$ cat src/rtl/multicycle_ctrl_if.sv
// multicycle_ctrl_if: control bundle between the multi-cycle MIPS controller
// and its datapath.
//   master (controller): receives op, funct, zero, mem_ready; drives every
//                        memory strobe, mux select, enable and ALU select.
//   slave  (datapath)  : the mirror image of master.
// Parameters: OP_W  opcode/funct width, SEL_W  ALU select width.
interface multicycle_ctrl_if #(
  parameter int OP_W  = 6,
  parameter int SEL_W = 3
) ();
  logic [OP_W-1:0]  op;
  logic [OP_W-1:0]  funct;
  logic             zero;
  logic             mem_ready;
  logic             mem_read;
  logic             mem_write;
  logic             i_or_d;
  logic             ir_write;
  logic             pc_write;
  logic [1:0]       pc_src;
  logic             reg_write;
  logic [1:0]       reg_dst;
  logic [1:0]       mem_to_reg;
  logic             alu_src_a;
  logic [1:0]       alu_src_b;
  logic [SEL_W-1:0] alu_sel;
  logic             illegal_op;
  logic             busy;

  modport master (
    input  op, funct, zero, mem_ready,
    output mem_read, mem_write, i_or_d, ir_write, pc_write, pc_src,
           reg_write, reg_dst, mem_to_reg, alu_src_a, alu_src_b, alu_sel,
           illegal_op, busy
  );

  modport slave (
    output op, funct, zero, mem_ready,
    input  mem_read, mem_write, i_or_d, ir_write, pc_write, pc_src,
           reg_write, reg_dst, mem_to_reg, alu_src_a, alu_src_b, alu_sel,
           illegal_op, busy
  );
endinterface

$ cat src/rtl/multicycle_ctrl.sv
// multicycle_ctrl: Moore control FSM for the multi-cycle MIPS datapath.
// Sequences fetch/decode/execute/memory/writeback for LW, SW, ADDI,
// R-type (ADD/SUB/AND/OR/SLT), BEQ, J and JAL; flags illegal instructions.
// Ports:
//   clk        rising-edge clock
//   rst_n      asynchronous active-low reset (forces IDLE, all outputs 0)
//   bus        multicycle_ctrl_if.master (datapath inputs and control outputs)
//   cyc_cnt    busy-cycle counter          (MULTICYCLE_CTRL_PERF_EN only)
//   instr_cnt  retired-instruction counter (MULTICYCLE_CTRL_PERF_EN only)
// Optional feature macro: MULTICYCLE_CTRL_PERF_EN (adds the two counters).
module multicycle_ctrl #(
  parameter int OP_W  = 6,
  parameter int SEL_W = 3,
  parameter int CNT_W = 32
) (
  input  logic             clk,
  input  logic             rst_n,
  multicycle_ctrl_if.master bus
`ifdef MULTICYCLE_CTRL_PERF_EN
  ,
  output logic [CNT_W-1:0] cyc_cnt,
  output logic [CNT_W-1:0] instr_cnt
`endif
);

  localparam logic [OP_W-1:0] OP_RTYPE = OP_W'(0);
  localparam logic [OP_W-1:0] OP_J     = OP_W'(2);
  localparam logic [OP_W-1:0] OP_JAL   = OP_W'(3);
  localparam logic [OP_W-1:0] OP_BEQ   = OP_W'(4);
  localparam logic [OP_W-1:0] OP_ADDI  = OP_W'(8);
  localparam logic [OP_W-1:0] OP_LW    = OP_W'(35);
  localparam logic [OP_W-1:0] OP_SW    = OP_W'(43);

  localparam logic [OP_W-1:0] FN_ADD = OP_W'(32);
  localparam logic [OP_W-1:0] FN_SUB = OP_W'(34);
  localparam logic [OP_W-1:0] FN_AND = OP_W'(36);
  localparam logic [OP_W-1:0] FN_OR  = OP_W'(37);
  localparam logic [OP_W-1:0] FN_SLT = OP_W'(42);

  localparam logic [SEL_W-1:0] SEL_ERR = SEL_W'(0);
  localparam logic [SEL_W-1:0] SEL_ADD = SEL_W'(1);
  localparam logic [SEL_W-1:0] SEL_SUB = SEL_W'(2);
  localparam logic [SEL_W-1:0] SEL_AND = SEL_W'(3);
  localparam logic [SEL_W-1:0] SEL_OR  = SEL_W'(4);
  localparam logic [SEL_W-1:0] SEL_SLT = SEL_W'(5);

  typedef enum logic [3:0] {
    S_IDLE, S_FETCH, S_DECODE, S_MEMADR, S_MEMRD, S_MEMWB, S_MEMWR,
    S_RTYPE_EX, S_RTYPE_WB, S_ADDI_EX, S_ADDI_WB, S_BEQ_EX, S_JUMP,
    S_JAL, S_ILLEGAL
  } state_t;

  // Registered control word. fetch/beq are state flags used to qualify the
  // two strobes that also depend on live datapath inputs.
  typedef struct packed {
    logic             mem_read;
    logic             mem_write;
    logic             i_or_d;
    logic             pc_write;
    logic [1:0]       pc_src;
    logic             reg_write;
    logic [1:0]       reg_dst;
    logic [1:0]       mem_to_reg;
    logic             alu_src_a;
    logic [1:0]       alu_src_b;
    logic [SEL_W-1:0] alu_sel;
    logic             illegal_op;
    logic             busy;
    logic             fetch;
    logic             beq;
  } ctrl_t;

  state_t st, nxt;
  ctrl_t  ctl;

  function automatic logic [SEL_W-1:0] rtype_sel(input logic [OP_W-1:0] f);
    case (f)
      FN_ADD:  return SEL_ADD;
      FN_SUB:  return SEL_SUB;
      FN_AND:  return SEL_AND;
      FN_OR:   return SEL_OR;
      FN_SLT:  return SEL_SLT;
      default: return SEL_ERR;
    endcase
  endfunction

  // Control word for a state; evaluated on the next state so that the
  // registered outputs line up with the state register.
  function automatic ctrl_t decode(input state_t s, input logic [OP_W-1:0] f);
    ctrl_t c;
    c      = '0;
    c.busy = (s != S_IDLE);
    case (s)
      S_FETCH: begin
        c.mem_read  = 1'b1;
        c.alu_src_b = 2'd1;
        c.alu_sel   = SEL_ADD;
        c.fetch     = 1'b1;
      end
      S_DECODE: begin
        c.alu_src_b = 2'd3;
        c.alu_sel   = SEL_ADD;
      end
      S_MEMADR, S_ADDI_EX: begin
        c.alu_src_a = 1'b1;
        c.alu_src_b = 2'd2;
        c.alu_sel   = SEL_ADD;
      end
      S_MEMRD: begin
        c.mem_read = 1'b1;
        c.i_or_d   = 1'b1;
      end
      S_MEMWB: begin
        c.reg_write  = 1'b1;
        c.mem_to_reg = 2'd1;
      end
      S_MEMWR: begin
        c.mem_write = 1'b1;
        c.i_or_d    = 1'b1;
      end
      S_RTYPE_EX: begin
        c.alu_src_a = 1'b1;
        c.alu_sel   = rtype_sel(f);
      end
      S_RTYPE_WB: begin
        c.reg_write = 1'b1;
        c.reg_dst   = 2'd1;
      end
      S_ADDI_WB: c.reg_write = 1'b1;
      S_BEQ_EX: begin
        c.alu_src_a = 1'b1;
        c.alu_sel   = SEL_SUB;
        c.pc_src    = 2'd1;
        c.beq       = 1'b1;
      end
      S_JUMP: begin
        c.pc_write = 1'b1;
        c.pc_src   = 2'd2;
      end
      S_JAL: begin
        c.pc_write   = 1'b1;
        c.pc_src     = 2'd2;
        c.reg_write  = 1'b1;
        c.reg_dst    = 2'd2;
        c.mem_to_reg = 2'd2;
      end
      S_ILLEGAL: c.illegal_op = 1'b1;
      default: ;
    endcase
    return c;
  endfunction

  always_comb begin
    nxt = S_IDLE;
    case (st)
      S_IDLE:   nxt = S_FETCH;
      S_FETCH:  nxt = bus.mem_ready ? S_DECODE : S_FETCH;
      S_DECODE: begin
        case (bus.op)
          OP_LW, OP_SW: nxt = S_MEMADR;
          OP_ADDI:      nxt = S_ADDI_EX;
          OP_RTYPE:     nxt = (rtype_sel(bus.funct) != SEL_ERR) ? S_RTYPE_EX : S_ILLEGAL;
          OP_BEQ:       nxt = S_BEQ_EX;
          OP_J:         nxt = S_JUMP;
          OP_JAL:       nxt = S_JAL;
          default:      nxt = S_ILLEGAL;
        endcase
      end
      S_MEMADR:   nxt = (bus.op == OP_LW) ? S_MEMRD : S_MEMWR;
      S_MEMRD:    nxt = bus.mem_ready ? S_MEMWB : S_MEMRD;
      S_MEMWB:    nxt = S_FETCH;
      S_MEMWR:    nxt = bus.mem_ready ? S_FETCH : S_MEMWR;
      S_RTYPE_EX: nxt = S_RTYPE_WB;
      S_RTYPE_WB: nxt = S_FETCH;
      S_ADDI_EX:  nxt = S_ADDI_WB;
      S_ADDI_WB:  nxt = S_FETCH;
      S_BEQ_EX, S_JUMP, S_JAL, S_ILLEGAL: nxt = S_FETCH;
      default:    nxt = S_IDLE;
    endcase
  end

  always_ff @(posedge clk or negedge rst_n) begin
    if (!rst_n) begin
      st  <= S_IDLE;
      ctl <= '0;
`ifdef MULTICYCLE_CTRL_PERF_EN
      cyc_cnt   <= '0;
      instr_cnt <= '0;
`endif
    end else begin
      st  <= nxt;
      ctl <= decode(nxt, bus.funct);
`ifdef MULTICYCLE_CTRL_PERF_EN
      if (ctl.busy)
        cyc_cnt <= cyc_cnt + 1'b1;
      if (nxt == S_FETCH && st != S_IDLE && st != S_FETCH)
        instr_cnt <= instr_cnt + 1'b1;
`endif
    end
  end

  assign bus.mem_read   = ctl.mem_read;
  assign bus.mem_write  = ctl.mem_write;
  assign bus.i_or_d     = ctl.i_or_d;
  assign bus.pc_src     = ctl.pc_src;
  assign bus.reg_write  = ctl.reg_write;
  assign bus.reg_dst    = ctl.reg_dst;
  assign bus.mem_to_reg = ctl.mem_to_reg;
  assign bus.alu_src_a  = ctl.alu_src_a;
  assign bus.alu_src_b  = ctl.alu_src_b;
  assign bus.alu_sel    = ctl.alu_sel;
  assign bus.illegal_op = ctl.illegal_op;
  assign bus.busy       = ctl.busy;
  // Fetch completes, and a taken branch commits, in the same cycle as the
  // qualifying input, so these two strobes cannot be pre-registered.
  assign bus.ir_write   = ctl.fetch & bus.mem_ready;
  assign bus.pc_write   = ctl.pc_write | (ctl.fetch & bus.mem_ready) | (ctl.beq & bus.zero);

endmodule

$ cat src/flat_wrapper.sv
// flat-port wrapper written by rule: the top's interface ports become plain ports
module multicycle_ctrl_flat 
#(
  parameter int OP_W  = 6,
  parameter int SEL_W = 3,
  parameter int CNT_W = 32
)
  (clk, rst_n, bus_op, bus_funct, bus_zero, bus_mem_ready, bus_mem_read, bus_mem_write, bus_i_or_d, bus_ir_write, bus_pc_write, bus_pc_src, bus_reg_write, bus_reg_dst, bus_mem_to_reg, bus_alu_src_a, bus_alu_src_b, bus_alu_sel, bus_illegal_op, bus_busy);
  multicycle_ctrl_if #(.OP_W(OP_W), .SEL_W(SEL_W)) bus_i ();
  input  logic clk;
  input  logic rst_n;
  input wire logic [$bits(bus_i.op)-1:0] bus_op;
  input wire logic [$bits(bus_i.funct)-1:0] bus_funct;
  input wire logic [$bits(bus_i.zero)-1:0] bus_zero;
  input wire logic [$bits(bus_i.mem_ready)-1:0] bus_mem_ready;
  output wire logic [$bits(bus_i.mem_read)-1:0] bus_mem_read;
  output wire logic [$bits(bus_i.mem_write)-1:0] bus_mem_write;
  output wire logic [$bits(bus_i.i_or_d)-1:0] bus_i_or_d;
  output wire logic [$bits(bus_i.ir_write)-1:0] bus_ir_write;
  output wire logic [$bits(bus_i.pc_write)-1:0] bus_pc_write;
  output wire logic [$bits(bus_i.pc_src)-1:0] bus_pc_src;
  output wire logic [$bits(bus_i.reg_write)-1:0] bus_reg_write;
  output wire logic [$bits(bus_i.reg_dst)-1:0] bus_reg_dst;
  output wire logic [$bits(bus_i.mem_to_reg)-1:0] bus_mem_to_reg;
  output wire logic [$bits(bus_i.alu_src_a)-1:0] bus_alu_src_a;
  output wire logic [$bits(bus_i.alu_src_b)-1:0] bus_alu_src_b;
  output wire logic [$bits(bus_i.alu_sel)-1:0] bus_alu_sel;
  output wire logic [$bits(bus_i.illegal_op)-1:0] bus_illegal_op;
  output wire logic [$bits(bus_i.busy)-1:0] bus_busy;
  assign bus_i.op = bus_op;
  assign bus_i.funct = bus_funct;
  assign bus_i.zero = bus_zero;
  assign bus_i.mem_ready = bus_mem_ready;
  assign bus_mem_read = bus_i.mem_read;
  assign bus_mem_write = bus_i.mem_write;
  assign bus_i_or_d = bus_i.i_or_d;
  assign bus_ir_write = bus_i.ir_write;
  assign bus_pc_write = bus_i.pc_write;
  assign bus_pc_src = bus_i.pc_src;
  assign bus_reg_write = bus_i.reg_write;
  assign bus_reg_dst = bus_i.reg_dst;
  assign bus_mem_to_reg = bus_i.mem_to_reg;
  assign bus_alu_src_a = bus_i.alu_src_a;
  assign bus_alu_src_b = bus_i.alu_src_b;
  assign bus_alu_sel = bus_i.alu_sel;
  assign bus_illegal_op = bus_i.illegal_op;
  assign bus_busy = bus_i.busy;
  multicycle_ctrl #(.OP_W(OP_W), .SEL_W(SEL_W), .CNT_W(CNT_W)) u_core (.clk(clk), .rst_n(rst_n), .bus(bus_i));
endmodule
$ cat config.mk
export PLATFORM = sky130hd
export DESIGN_NAME = multicycle_ctrl_flat
export DESIGN_NICKNAME = d
export VERILOG_FILES = /design/src/rtl/multicycle_ctrl_if.sv /design/src/rtl/multicycle_ctrl.sv /design/src/flat_wrapper.sv
export SDC_FILE = /design/constraint.sdc
export NUM_CORES = 1
export LEC_CHECK = 0
export CAP_MARGIN = 0
export CORE_MARGIN = 5
export CORE_UTILIZATION = 48
export DETAILED_ROUTE_END_ITERATION = 6
export MAX_ROUTING_LAYER = met4
export PLACE_DENSITY = 0.78
export SLEW_MARGIN = 20
export SYNTH_ARGS = -nofsm -noshare
export SYNTH_HDL_FRONTEND = slang
export SYNTH_SLANG_ARGS = --single-unit
$ cat constraint.sdc
create_clock -name clk -period 2.18 [get_ports clk]
set_clock_uncertainty 0.1 [all_clocks]
set_input_delay 0.436 -clock clk [delete_from_list [all_inputs] [get_ports clk]]
set_output_delay 0.436 -clock clk [all_outputs]
set_load 0.01 [all_outputs]
-- Word-level counts from Yosys, hierarchy flattened
Cells that the tools add are included.
- register bits after elaboration: 25
- word-level logic and storage cells: 96
- input bits: 16
- output and inout port bits: 20
- bitwise logic cells: 4
- multiplexer cells: 24
- reductions and logical operators: 13
- equal/unequal tests: 39
- operators with widths (cell ; number):
    $eq A4 B4 Y1 const B ; 14
    $eq A6 B6 Y1 const B ; 7
    $eq A4 B3 Y1 const B ; 8
    $pmux W4 S8 ; 1
    $pmux W4 S6 ; 1
    $eq A4 B2 Y1 const B ; 4
    $pmux W3 S5 ; 1
    $eq A6 B2 Y1 const B ; 2
    $pmux W2 S2 ; 3
    $reduce_or A4 Y1 ; 3
    $mux W1 ; 10
    $reduce_or A2 Y1 ; 5
    $mux W3 ; 3
    $pmux W3 S3 ; 1
    $eq A4 B1 Y1 const B ; 2
    $reduce_or A8 Y1 ; 1
    $eq A6 B3 Y1 const B ; 1
    $eq A6 B4 Y1 const B ; 1
    $logic_not A6 Y1 ; 1
    $pmux W2 S3 ; 1
    $logic_not A4 Y1 ; 1
    $mux W2 ; 2
    $mux W4 ; 1
    $reduce_bool A4 Y1 ; 1
    other kinds (3) ; 5

-- Depth between registers and ports, before layout
- word-level depth: 11
- depth in mapped cells: 8
- gate-level depth less buffers: 7

-- Worst setup path before layout
Ideal clock, no wire load.
- kind: input port to flip-flop
- start point: input bus_op[0]
- end point: register u_core.ctl (netlist bit u_core.bus.mem_read)
- setup slack: 0.103 ns
- arrival: 1.859 ns
- library setup time: 0.118 ns
- required time: 1.962 ns
- stages: 8
- path buffers: 1
- cell sequence: buf_2 -> or4b_1 -> o21ai_1 -> a311oi_1 -> o31a_4 -> clkinv_4 -> nor2_2 -> a21o_1
- longest elaborated chain between the ends: 7
- elaborated cells on any way between the ends: 15
- classes of those cells: eq/ne (8); mux (4); reduce/logical (3)
- RTL lines (element ; line ; source):
    start: declaration ; flat_wrapper.sv:12 ; input wire logic [$bits(bus_i.op)-1:0] bus_op;
    $eq A6 B6 Y1 ; multicycle_ctrl.sv:159 ; case (bus.op)
    $reduce_or A2 Y1 ; multicycle_ctrl.sv:159 ;
    $pmux W4 S6 (*) ; multicycle_ctrl.sv:159 ;
    $pmux W4 S8 (*) ; multicycle_ctrl.sv:155 ; case (st)
    net u_core.nxt[0] ; multicycle_ctrl.sv:73 ; state_t st, nxt;
    $eq A4 B3 Y1 / $eq A4 B1 Y1 (equally long branches) ; multicycle_ctrl.sv:93 ; case (s)
    $reduce_or A2 Y1 (no source line) (*) ; - ;
    $mux W1 (*) ; multicycle_ctrl.sv:93 ;
    end signal: assignment ; multicycle_ctrl.sv:192 ; ctl <= decode(nxt, bus.funct);
    end: declaration ; multicycle_ctrl.sv:74 ; ctrl_t ctl;
Mark *: on every way through the listed nets, which the timed path passes. The rest lies on a longest branch.

-- Final worst setup path
- start point: input bus_op[3]
- end point: register u_core.ctl (netlist bit u_core.bus.mem_read)
Same word-level chain as after synthesis.

==> results.py <==
metrics = {
    "power": {
        "p_leak_nw": 0.851,
        "switching_share_pct": 39.8,
        "power_report.internal_total_mw": 1.30,
        "power.share.clock_pct": 8.7,
        "switching_power_mw": 0.859,
        "p_comb_share_pct": 60.1,
        "power.density_cell_area_nw_per_um2": 1130,
        "worst_ir_drop_vdd_mv": 0.629,
        "total_power_mw": 2.16,
        "power_frac_seq_pct": 31.2,
    },
    "layout": {
        "largest_register_ffs": 4,
        "antenna-diode-count": 0,
        "seqCellArea_um2": 601,
        "multiInputGateArea_um2": 699,
        "top_register": "u_core.st",
        "final.fill_count": 221,
        "most-common-layout-cells": "sky130_fd_sc_hd__clkdlybuf4s50_1, sky130_fd_sc_hd__dfrtp_1, sky130_fd_sc_hd__buf_4",
        "nets": 205,
        "final_std_cells_w_o_fill": 218,
        "synthToLayoutAreaGrowth_pct": 33.8,
        "drive_gt1_share_pct": 20.3,
        "mostFrequentLayoutCell": "sky130_fd_sc_hd__clkdlybuf4s50_1",
    },
    "yosys": {
        "prevailing_post_synth_register_cell": "sky130_fd_sc_hd__dfrtp_1",
        "ys_seq_area_share_pct": 42.2,
        "syn-cell-area_um2": 1420,
        "synth_enable_flop_cells": 0,
        "ys_async_sr_fraction_pct": 100,
        "ys_types": 47,
        "postSynthRegisterBits": 24,
        "post_synth.cell_area_avg_um2": 9.55,
        "postSynthNetCount": 165,
        "postSynthCellCount": 149,
        "yosysWarningCount": 0,
    },
    "sta": {
        "max_slew.worst_pin.slew_ns": 0.426,
        "setup-tns-final_ns": 0,
        "finalSetupViolCount": 0,
        "min_period_over_period_pct": 97.5,
        "slew_violations": 0,
        "fin_hold_ws_ns": 0.360,
        "timing_hold_violations_final": 0,
        "setup_slack_ns": 0.0544,
        "max-slew-margin-rel_pct": 71.5,
        "layout_min_cycle_time_ns": 2.13,
        "max_freq_mhz": 470,
    },
    "grt": {
        "grt_max_degree": 25,
        "first_global_vias": 1259,
        "grt-ovfl-total": 0,
        "grt_antenna_before_repair": 0,
        "wire_length_of_the_first_global_routing_pass_um": 5490,
        "track_usage_pct": 16.7,
    },
    "route": {
        "final_antenna_net_count": 0,
        "drc": 0,
        "drtPass1Iterations": 4,
        "post_drt_via_cell_ratio": 5.79,
        "wirelength_um": 3270,
        "wl_per_cell_um": 15.0,
        "first_iter_violations": 57,
        "via_count": 1263,
    },
    "clock_network": {
        "clock-sinks": 24,
        "cts_tree": "done",
        "cts-buffers-inserted": 3,
        "cts-htree-levels": 1,
        "cts_hold_buffers": 0,
        "worst_setup_hold_path_clk_slew_ns": 0.12,
        "clock-root-buffer": "sky130_fd_sc_hd__clkbuf_4",
        "cts_max_path_buffers": 2,
        "clock_latency_ns": 0.31,
    },
    "die": {
        "placement_rows": 19,
        "initial_utilization_pct": 50.7,
        "io-pin-count": 36,
        "fp.dieArea_um2": 4150,
        "die_h_um": 64.4,
        "floorplan.die.width_um": 64.4,
        "floorplan.core_area_um2": 2810,
    },
    "setup_path": {
        "critical_path.max_fanout": 9,
        "worst_r2r_endpoint": "u_core.bus.mem_read$_DFF_PN0_",
        "critPathLaunchType": "input pin",
        "crit_required_ns": 2.29,
        "r2r_slack_ns": 0.11,
        "worst_reg2reg_startpoint": "u_core.st[0]$_DFF_PN0_",
        "r2r.worst_path.cells": 7,
        "timing.critical_path.to_type": "register",
        "worst-setup-path-type": "input pin to register",
        "critPathArrivalTime_ns": 2.24,
    },
    "place": {
        "place.detailed.instances": 213,
        "port_buffers": 35,
        "dp_slack_ns": -0.386,
        "globalplace.congestion": 0.777,
        "hpwl_um": 2550,
    },
    "worst_hold_path": {
        "hp-class": "input pin to async pin",
    },
    "job": {
        "max_cap_viol_count": 0,
    },
    "status": {
        "result_of_the_run": "completed",
    },
}
## repair_timing
item,in CTS,in global routing
resized for setup,2,12
setup endpoints to repair,5,15
pin swaps,1,3
setup buffers,0,2
## worst max-delay path by stage
| stage | from | end | slack [ns] |
|---|---|---|---|
| after floorplan | bus_op[0] | u_core.bus.mem_read$_DFF_PN0_ | 0.10 |
| after global placement | bus_funct[2] | u_core.bus.alu_sel[2]$_DFF_PN0_ | -0.31 |
| after detailed placement | bus_funct[2] | u_core.bus.mem_read$_DFF_PN0_ | -0.39 |
| after CTS | bus_funct[2] | u_core.bus.alu_sel[2]$_DFF_PN0_ | 0.007 |
| after global routing | bus_op[3] | u_core.bus.mem_read$_DFF_PN0_ | -0.03 |
| final | bus_op[3] | u_core.bus.mem_read$_DFF_PN0_ | 0.05 |
## power by group through the flow
stage          registers [mW]  logic (mW)  clock network [mW]
3_5_place_dp            0.685        1.24                   0
2_1_floorplan           0.660       0.833                   0
5_1_grt                 0.692        1.41               0.211
6_report                0.673        1.30               0.188
4_1_cts                 0.672        1.24               0.195
3_3_place_gp            0.672        1.19                   0
## critical path, cell delays in order
cell	delay, ns
sky130_fd_sc_hd__clkdlybuf4s50_1	0.41
sky130_fd_sc_hd__buf_4	0.17
sky130_fd_sc_hd__nor3_1	0.34
sky130_fd_sc_hd__o311ai_4	0.17
sky130_fd_sc_hd__a41oi_4	0.20
sky130_fd_sc_hd__buf_4	0.17
sky130_fd_sc_hd__buf_4	0.13
sky130_fd_sc_hd__nor2_2	0.03
sky130_fd_sc_hd__a21o_1	0.17
## synth_stat cells, types with 2 or more instances
master	count	share of area, %
sky130_fd_sc_hd__dfrtp_1	24	42
sky130_fd_sc_hd__nor2_1	12	3.2
sky130_fd_sc_hd__buf_4	11	5.8
sky130_fd_sc_hd__nand2_1	9	2.4
sky130_fd_sc_hd__buf_2	8	2.8
sky130_fd_sc_hd__nor3_1	8	2.8
sky130_fd_sc_hd__nand2b_1	7	3.1
sky130_fd_sc_hd__nor2b_1	6	2.6
sky130_fd_sc_hd__and2_1	4	1.8
sky130_fd_sc_hd__inv_1	4	1.1
sky130_fd_sc_hd__nand3_1	4	1.4
sky130_fd_sc_hd__a211o_1	3	1.8
sky130_fd_sc_hd__and3_1	3	1.3
sky130_fd_sc_hd__o21ai_0	3	1.1
sky130_fd_sc_hd__xnor2_1	3	1.8
sky130_fd_sc_hd__a211oi_1	2	1.1
sky130_fd_sc_hd__a21oi_1	2	0.70
sky130_fd_sc_hd__a311oi_1	2	1.2
sky130_fd_sc_hd__a31oi_1	2	0.88
sky130_fd_sc_hd__mux2i_1	2	1.4
sky130_fd_sc_hd__nor3b_1	2	1.1
sky130_fd_sc_hd__o21ai_1	2	0.70
sky130_fd_sc_hd__o22ai_1	2	0.88
## metal layers
metal  up-vias  track usage, %  share of wire, %  routed length [µm]
li1        596               -                 -                   -
met1       611            18.1                37                1210
met2        51            30.4                56                1830
met3         5            2.94               5.4                 178
met4         0            6.60               1.4                  47
met5         -               -                 0                   0
## cells by family after synthesis
kind of cell / synth area share (%)
XOR/XNOR: 1.85
buffers and inverters: 11.3
AO/OA/AOI/OAI: 18.3
flip-flops: 42.2
AND/OR/NAND/NOR: 24.1
multiplexers: 2.20
## layout make-up
class	instances	share of cell area, %
clock buffer	3	1.18
tap	31	2.04
sequential	24	31.6
multi-input combinational	99	36.8
inverter	5	1.25
timing repair buffer	56	27.2
## metrics by stage
stage / area, µm² / utilization, %
floorplan: 1420 / -
global placement: 1820 / 64.8
detailed placement: 1820 / 64.8
CTS: 1840 / 65.6
global route: 1900 / 67.8
finish: 1900 / 67.8
No activity file was read; power rests on OpenSTA's default activity.
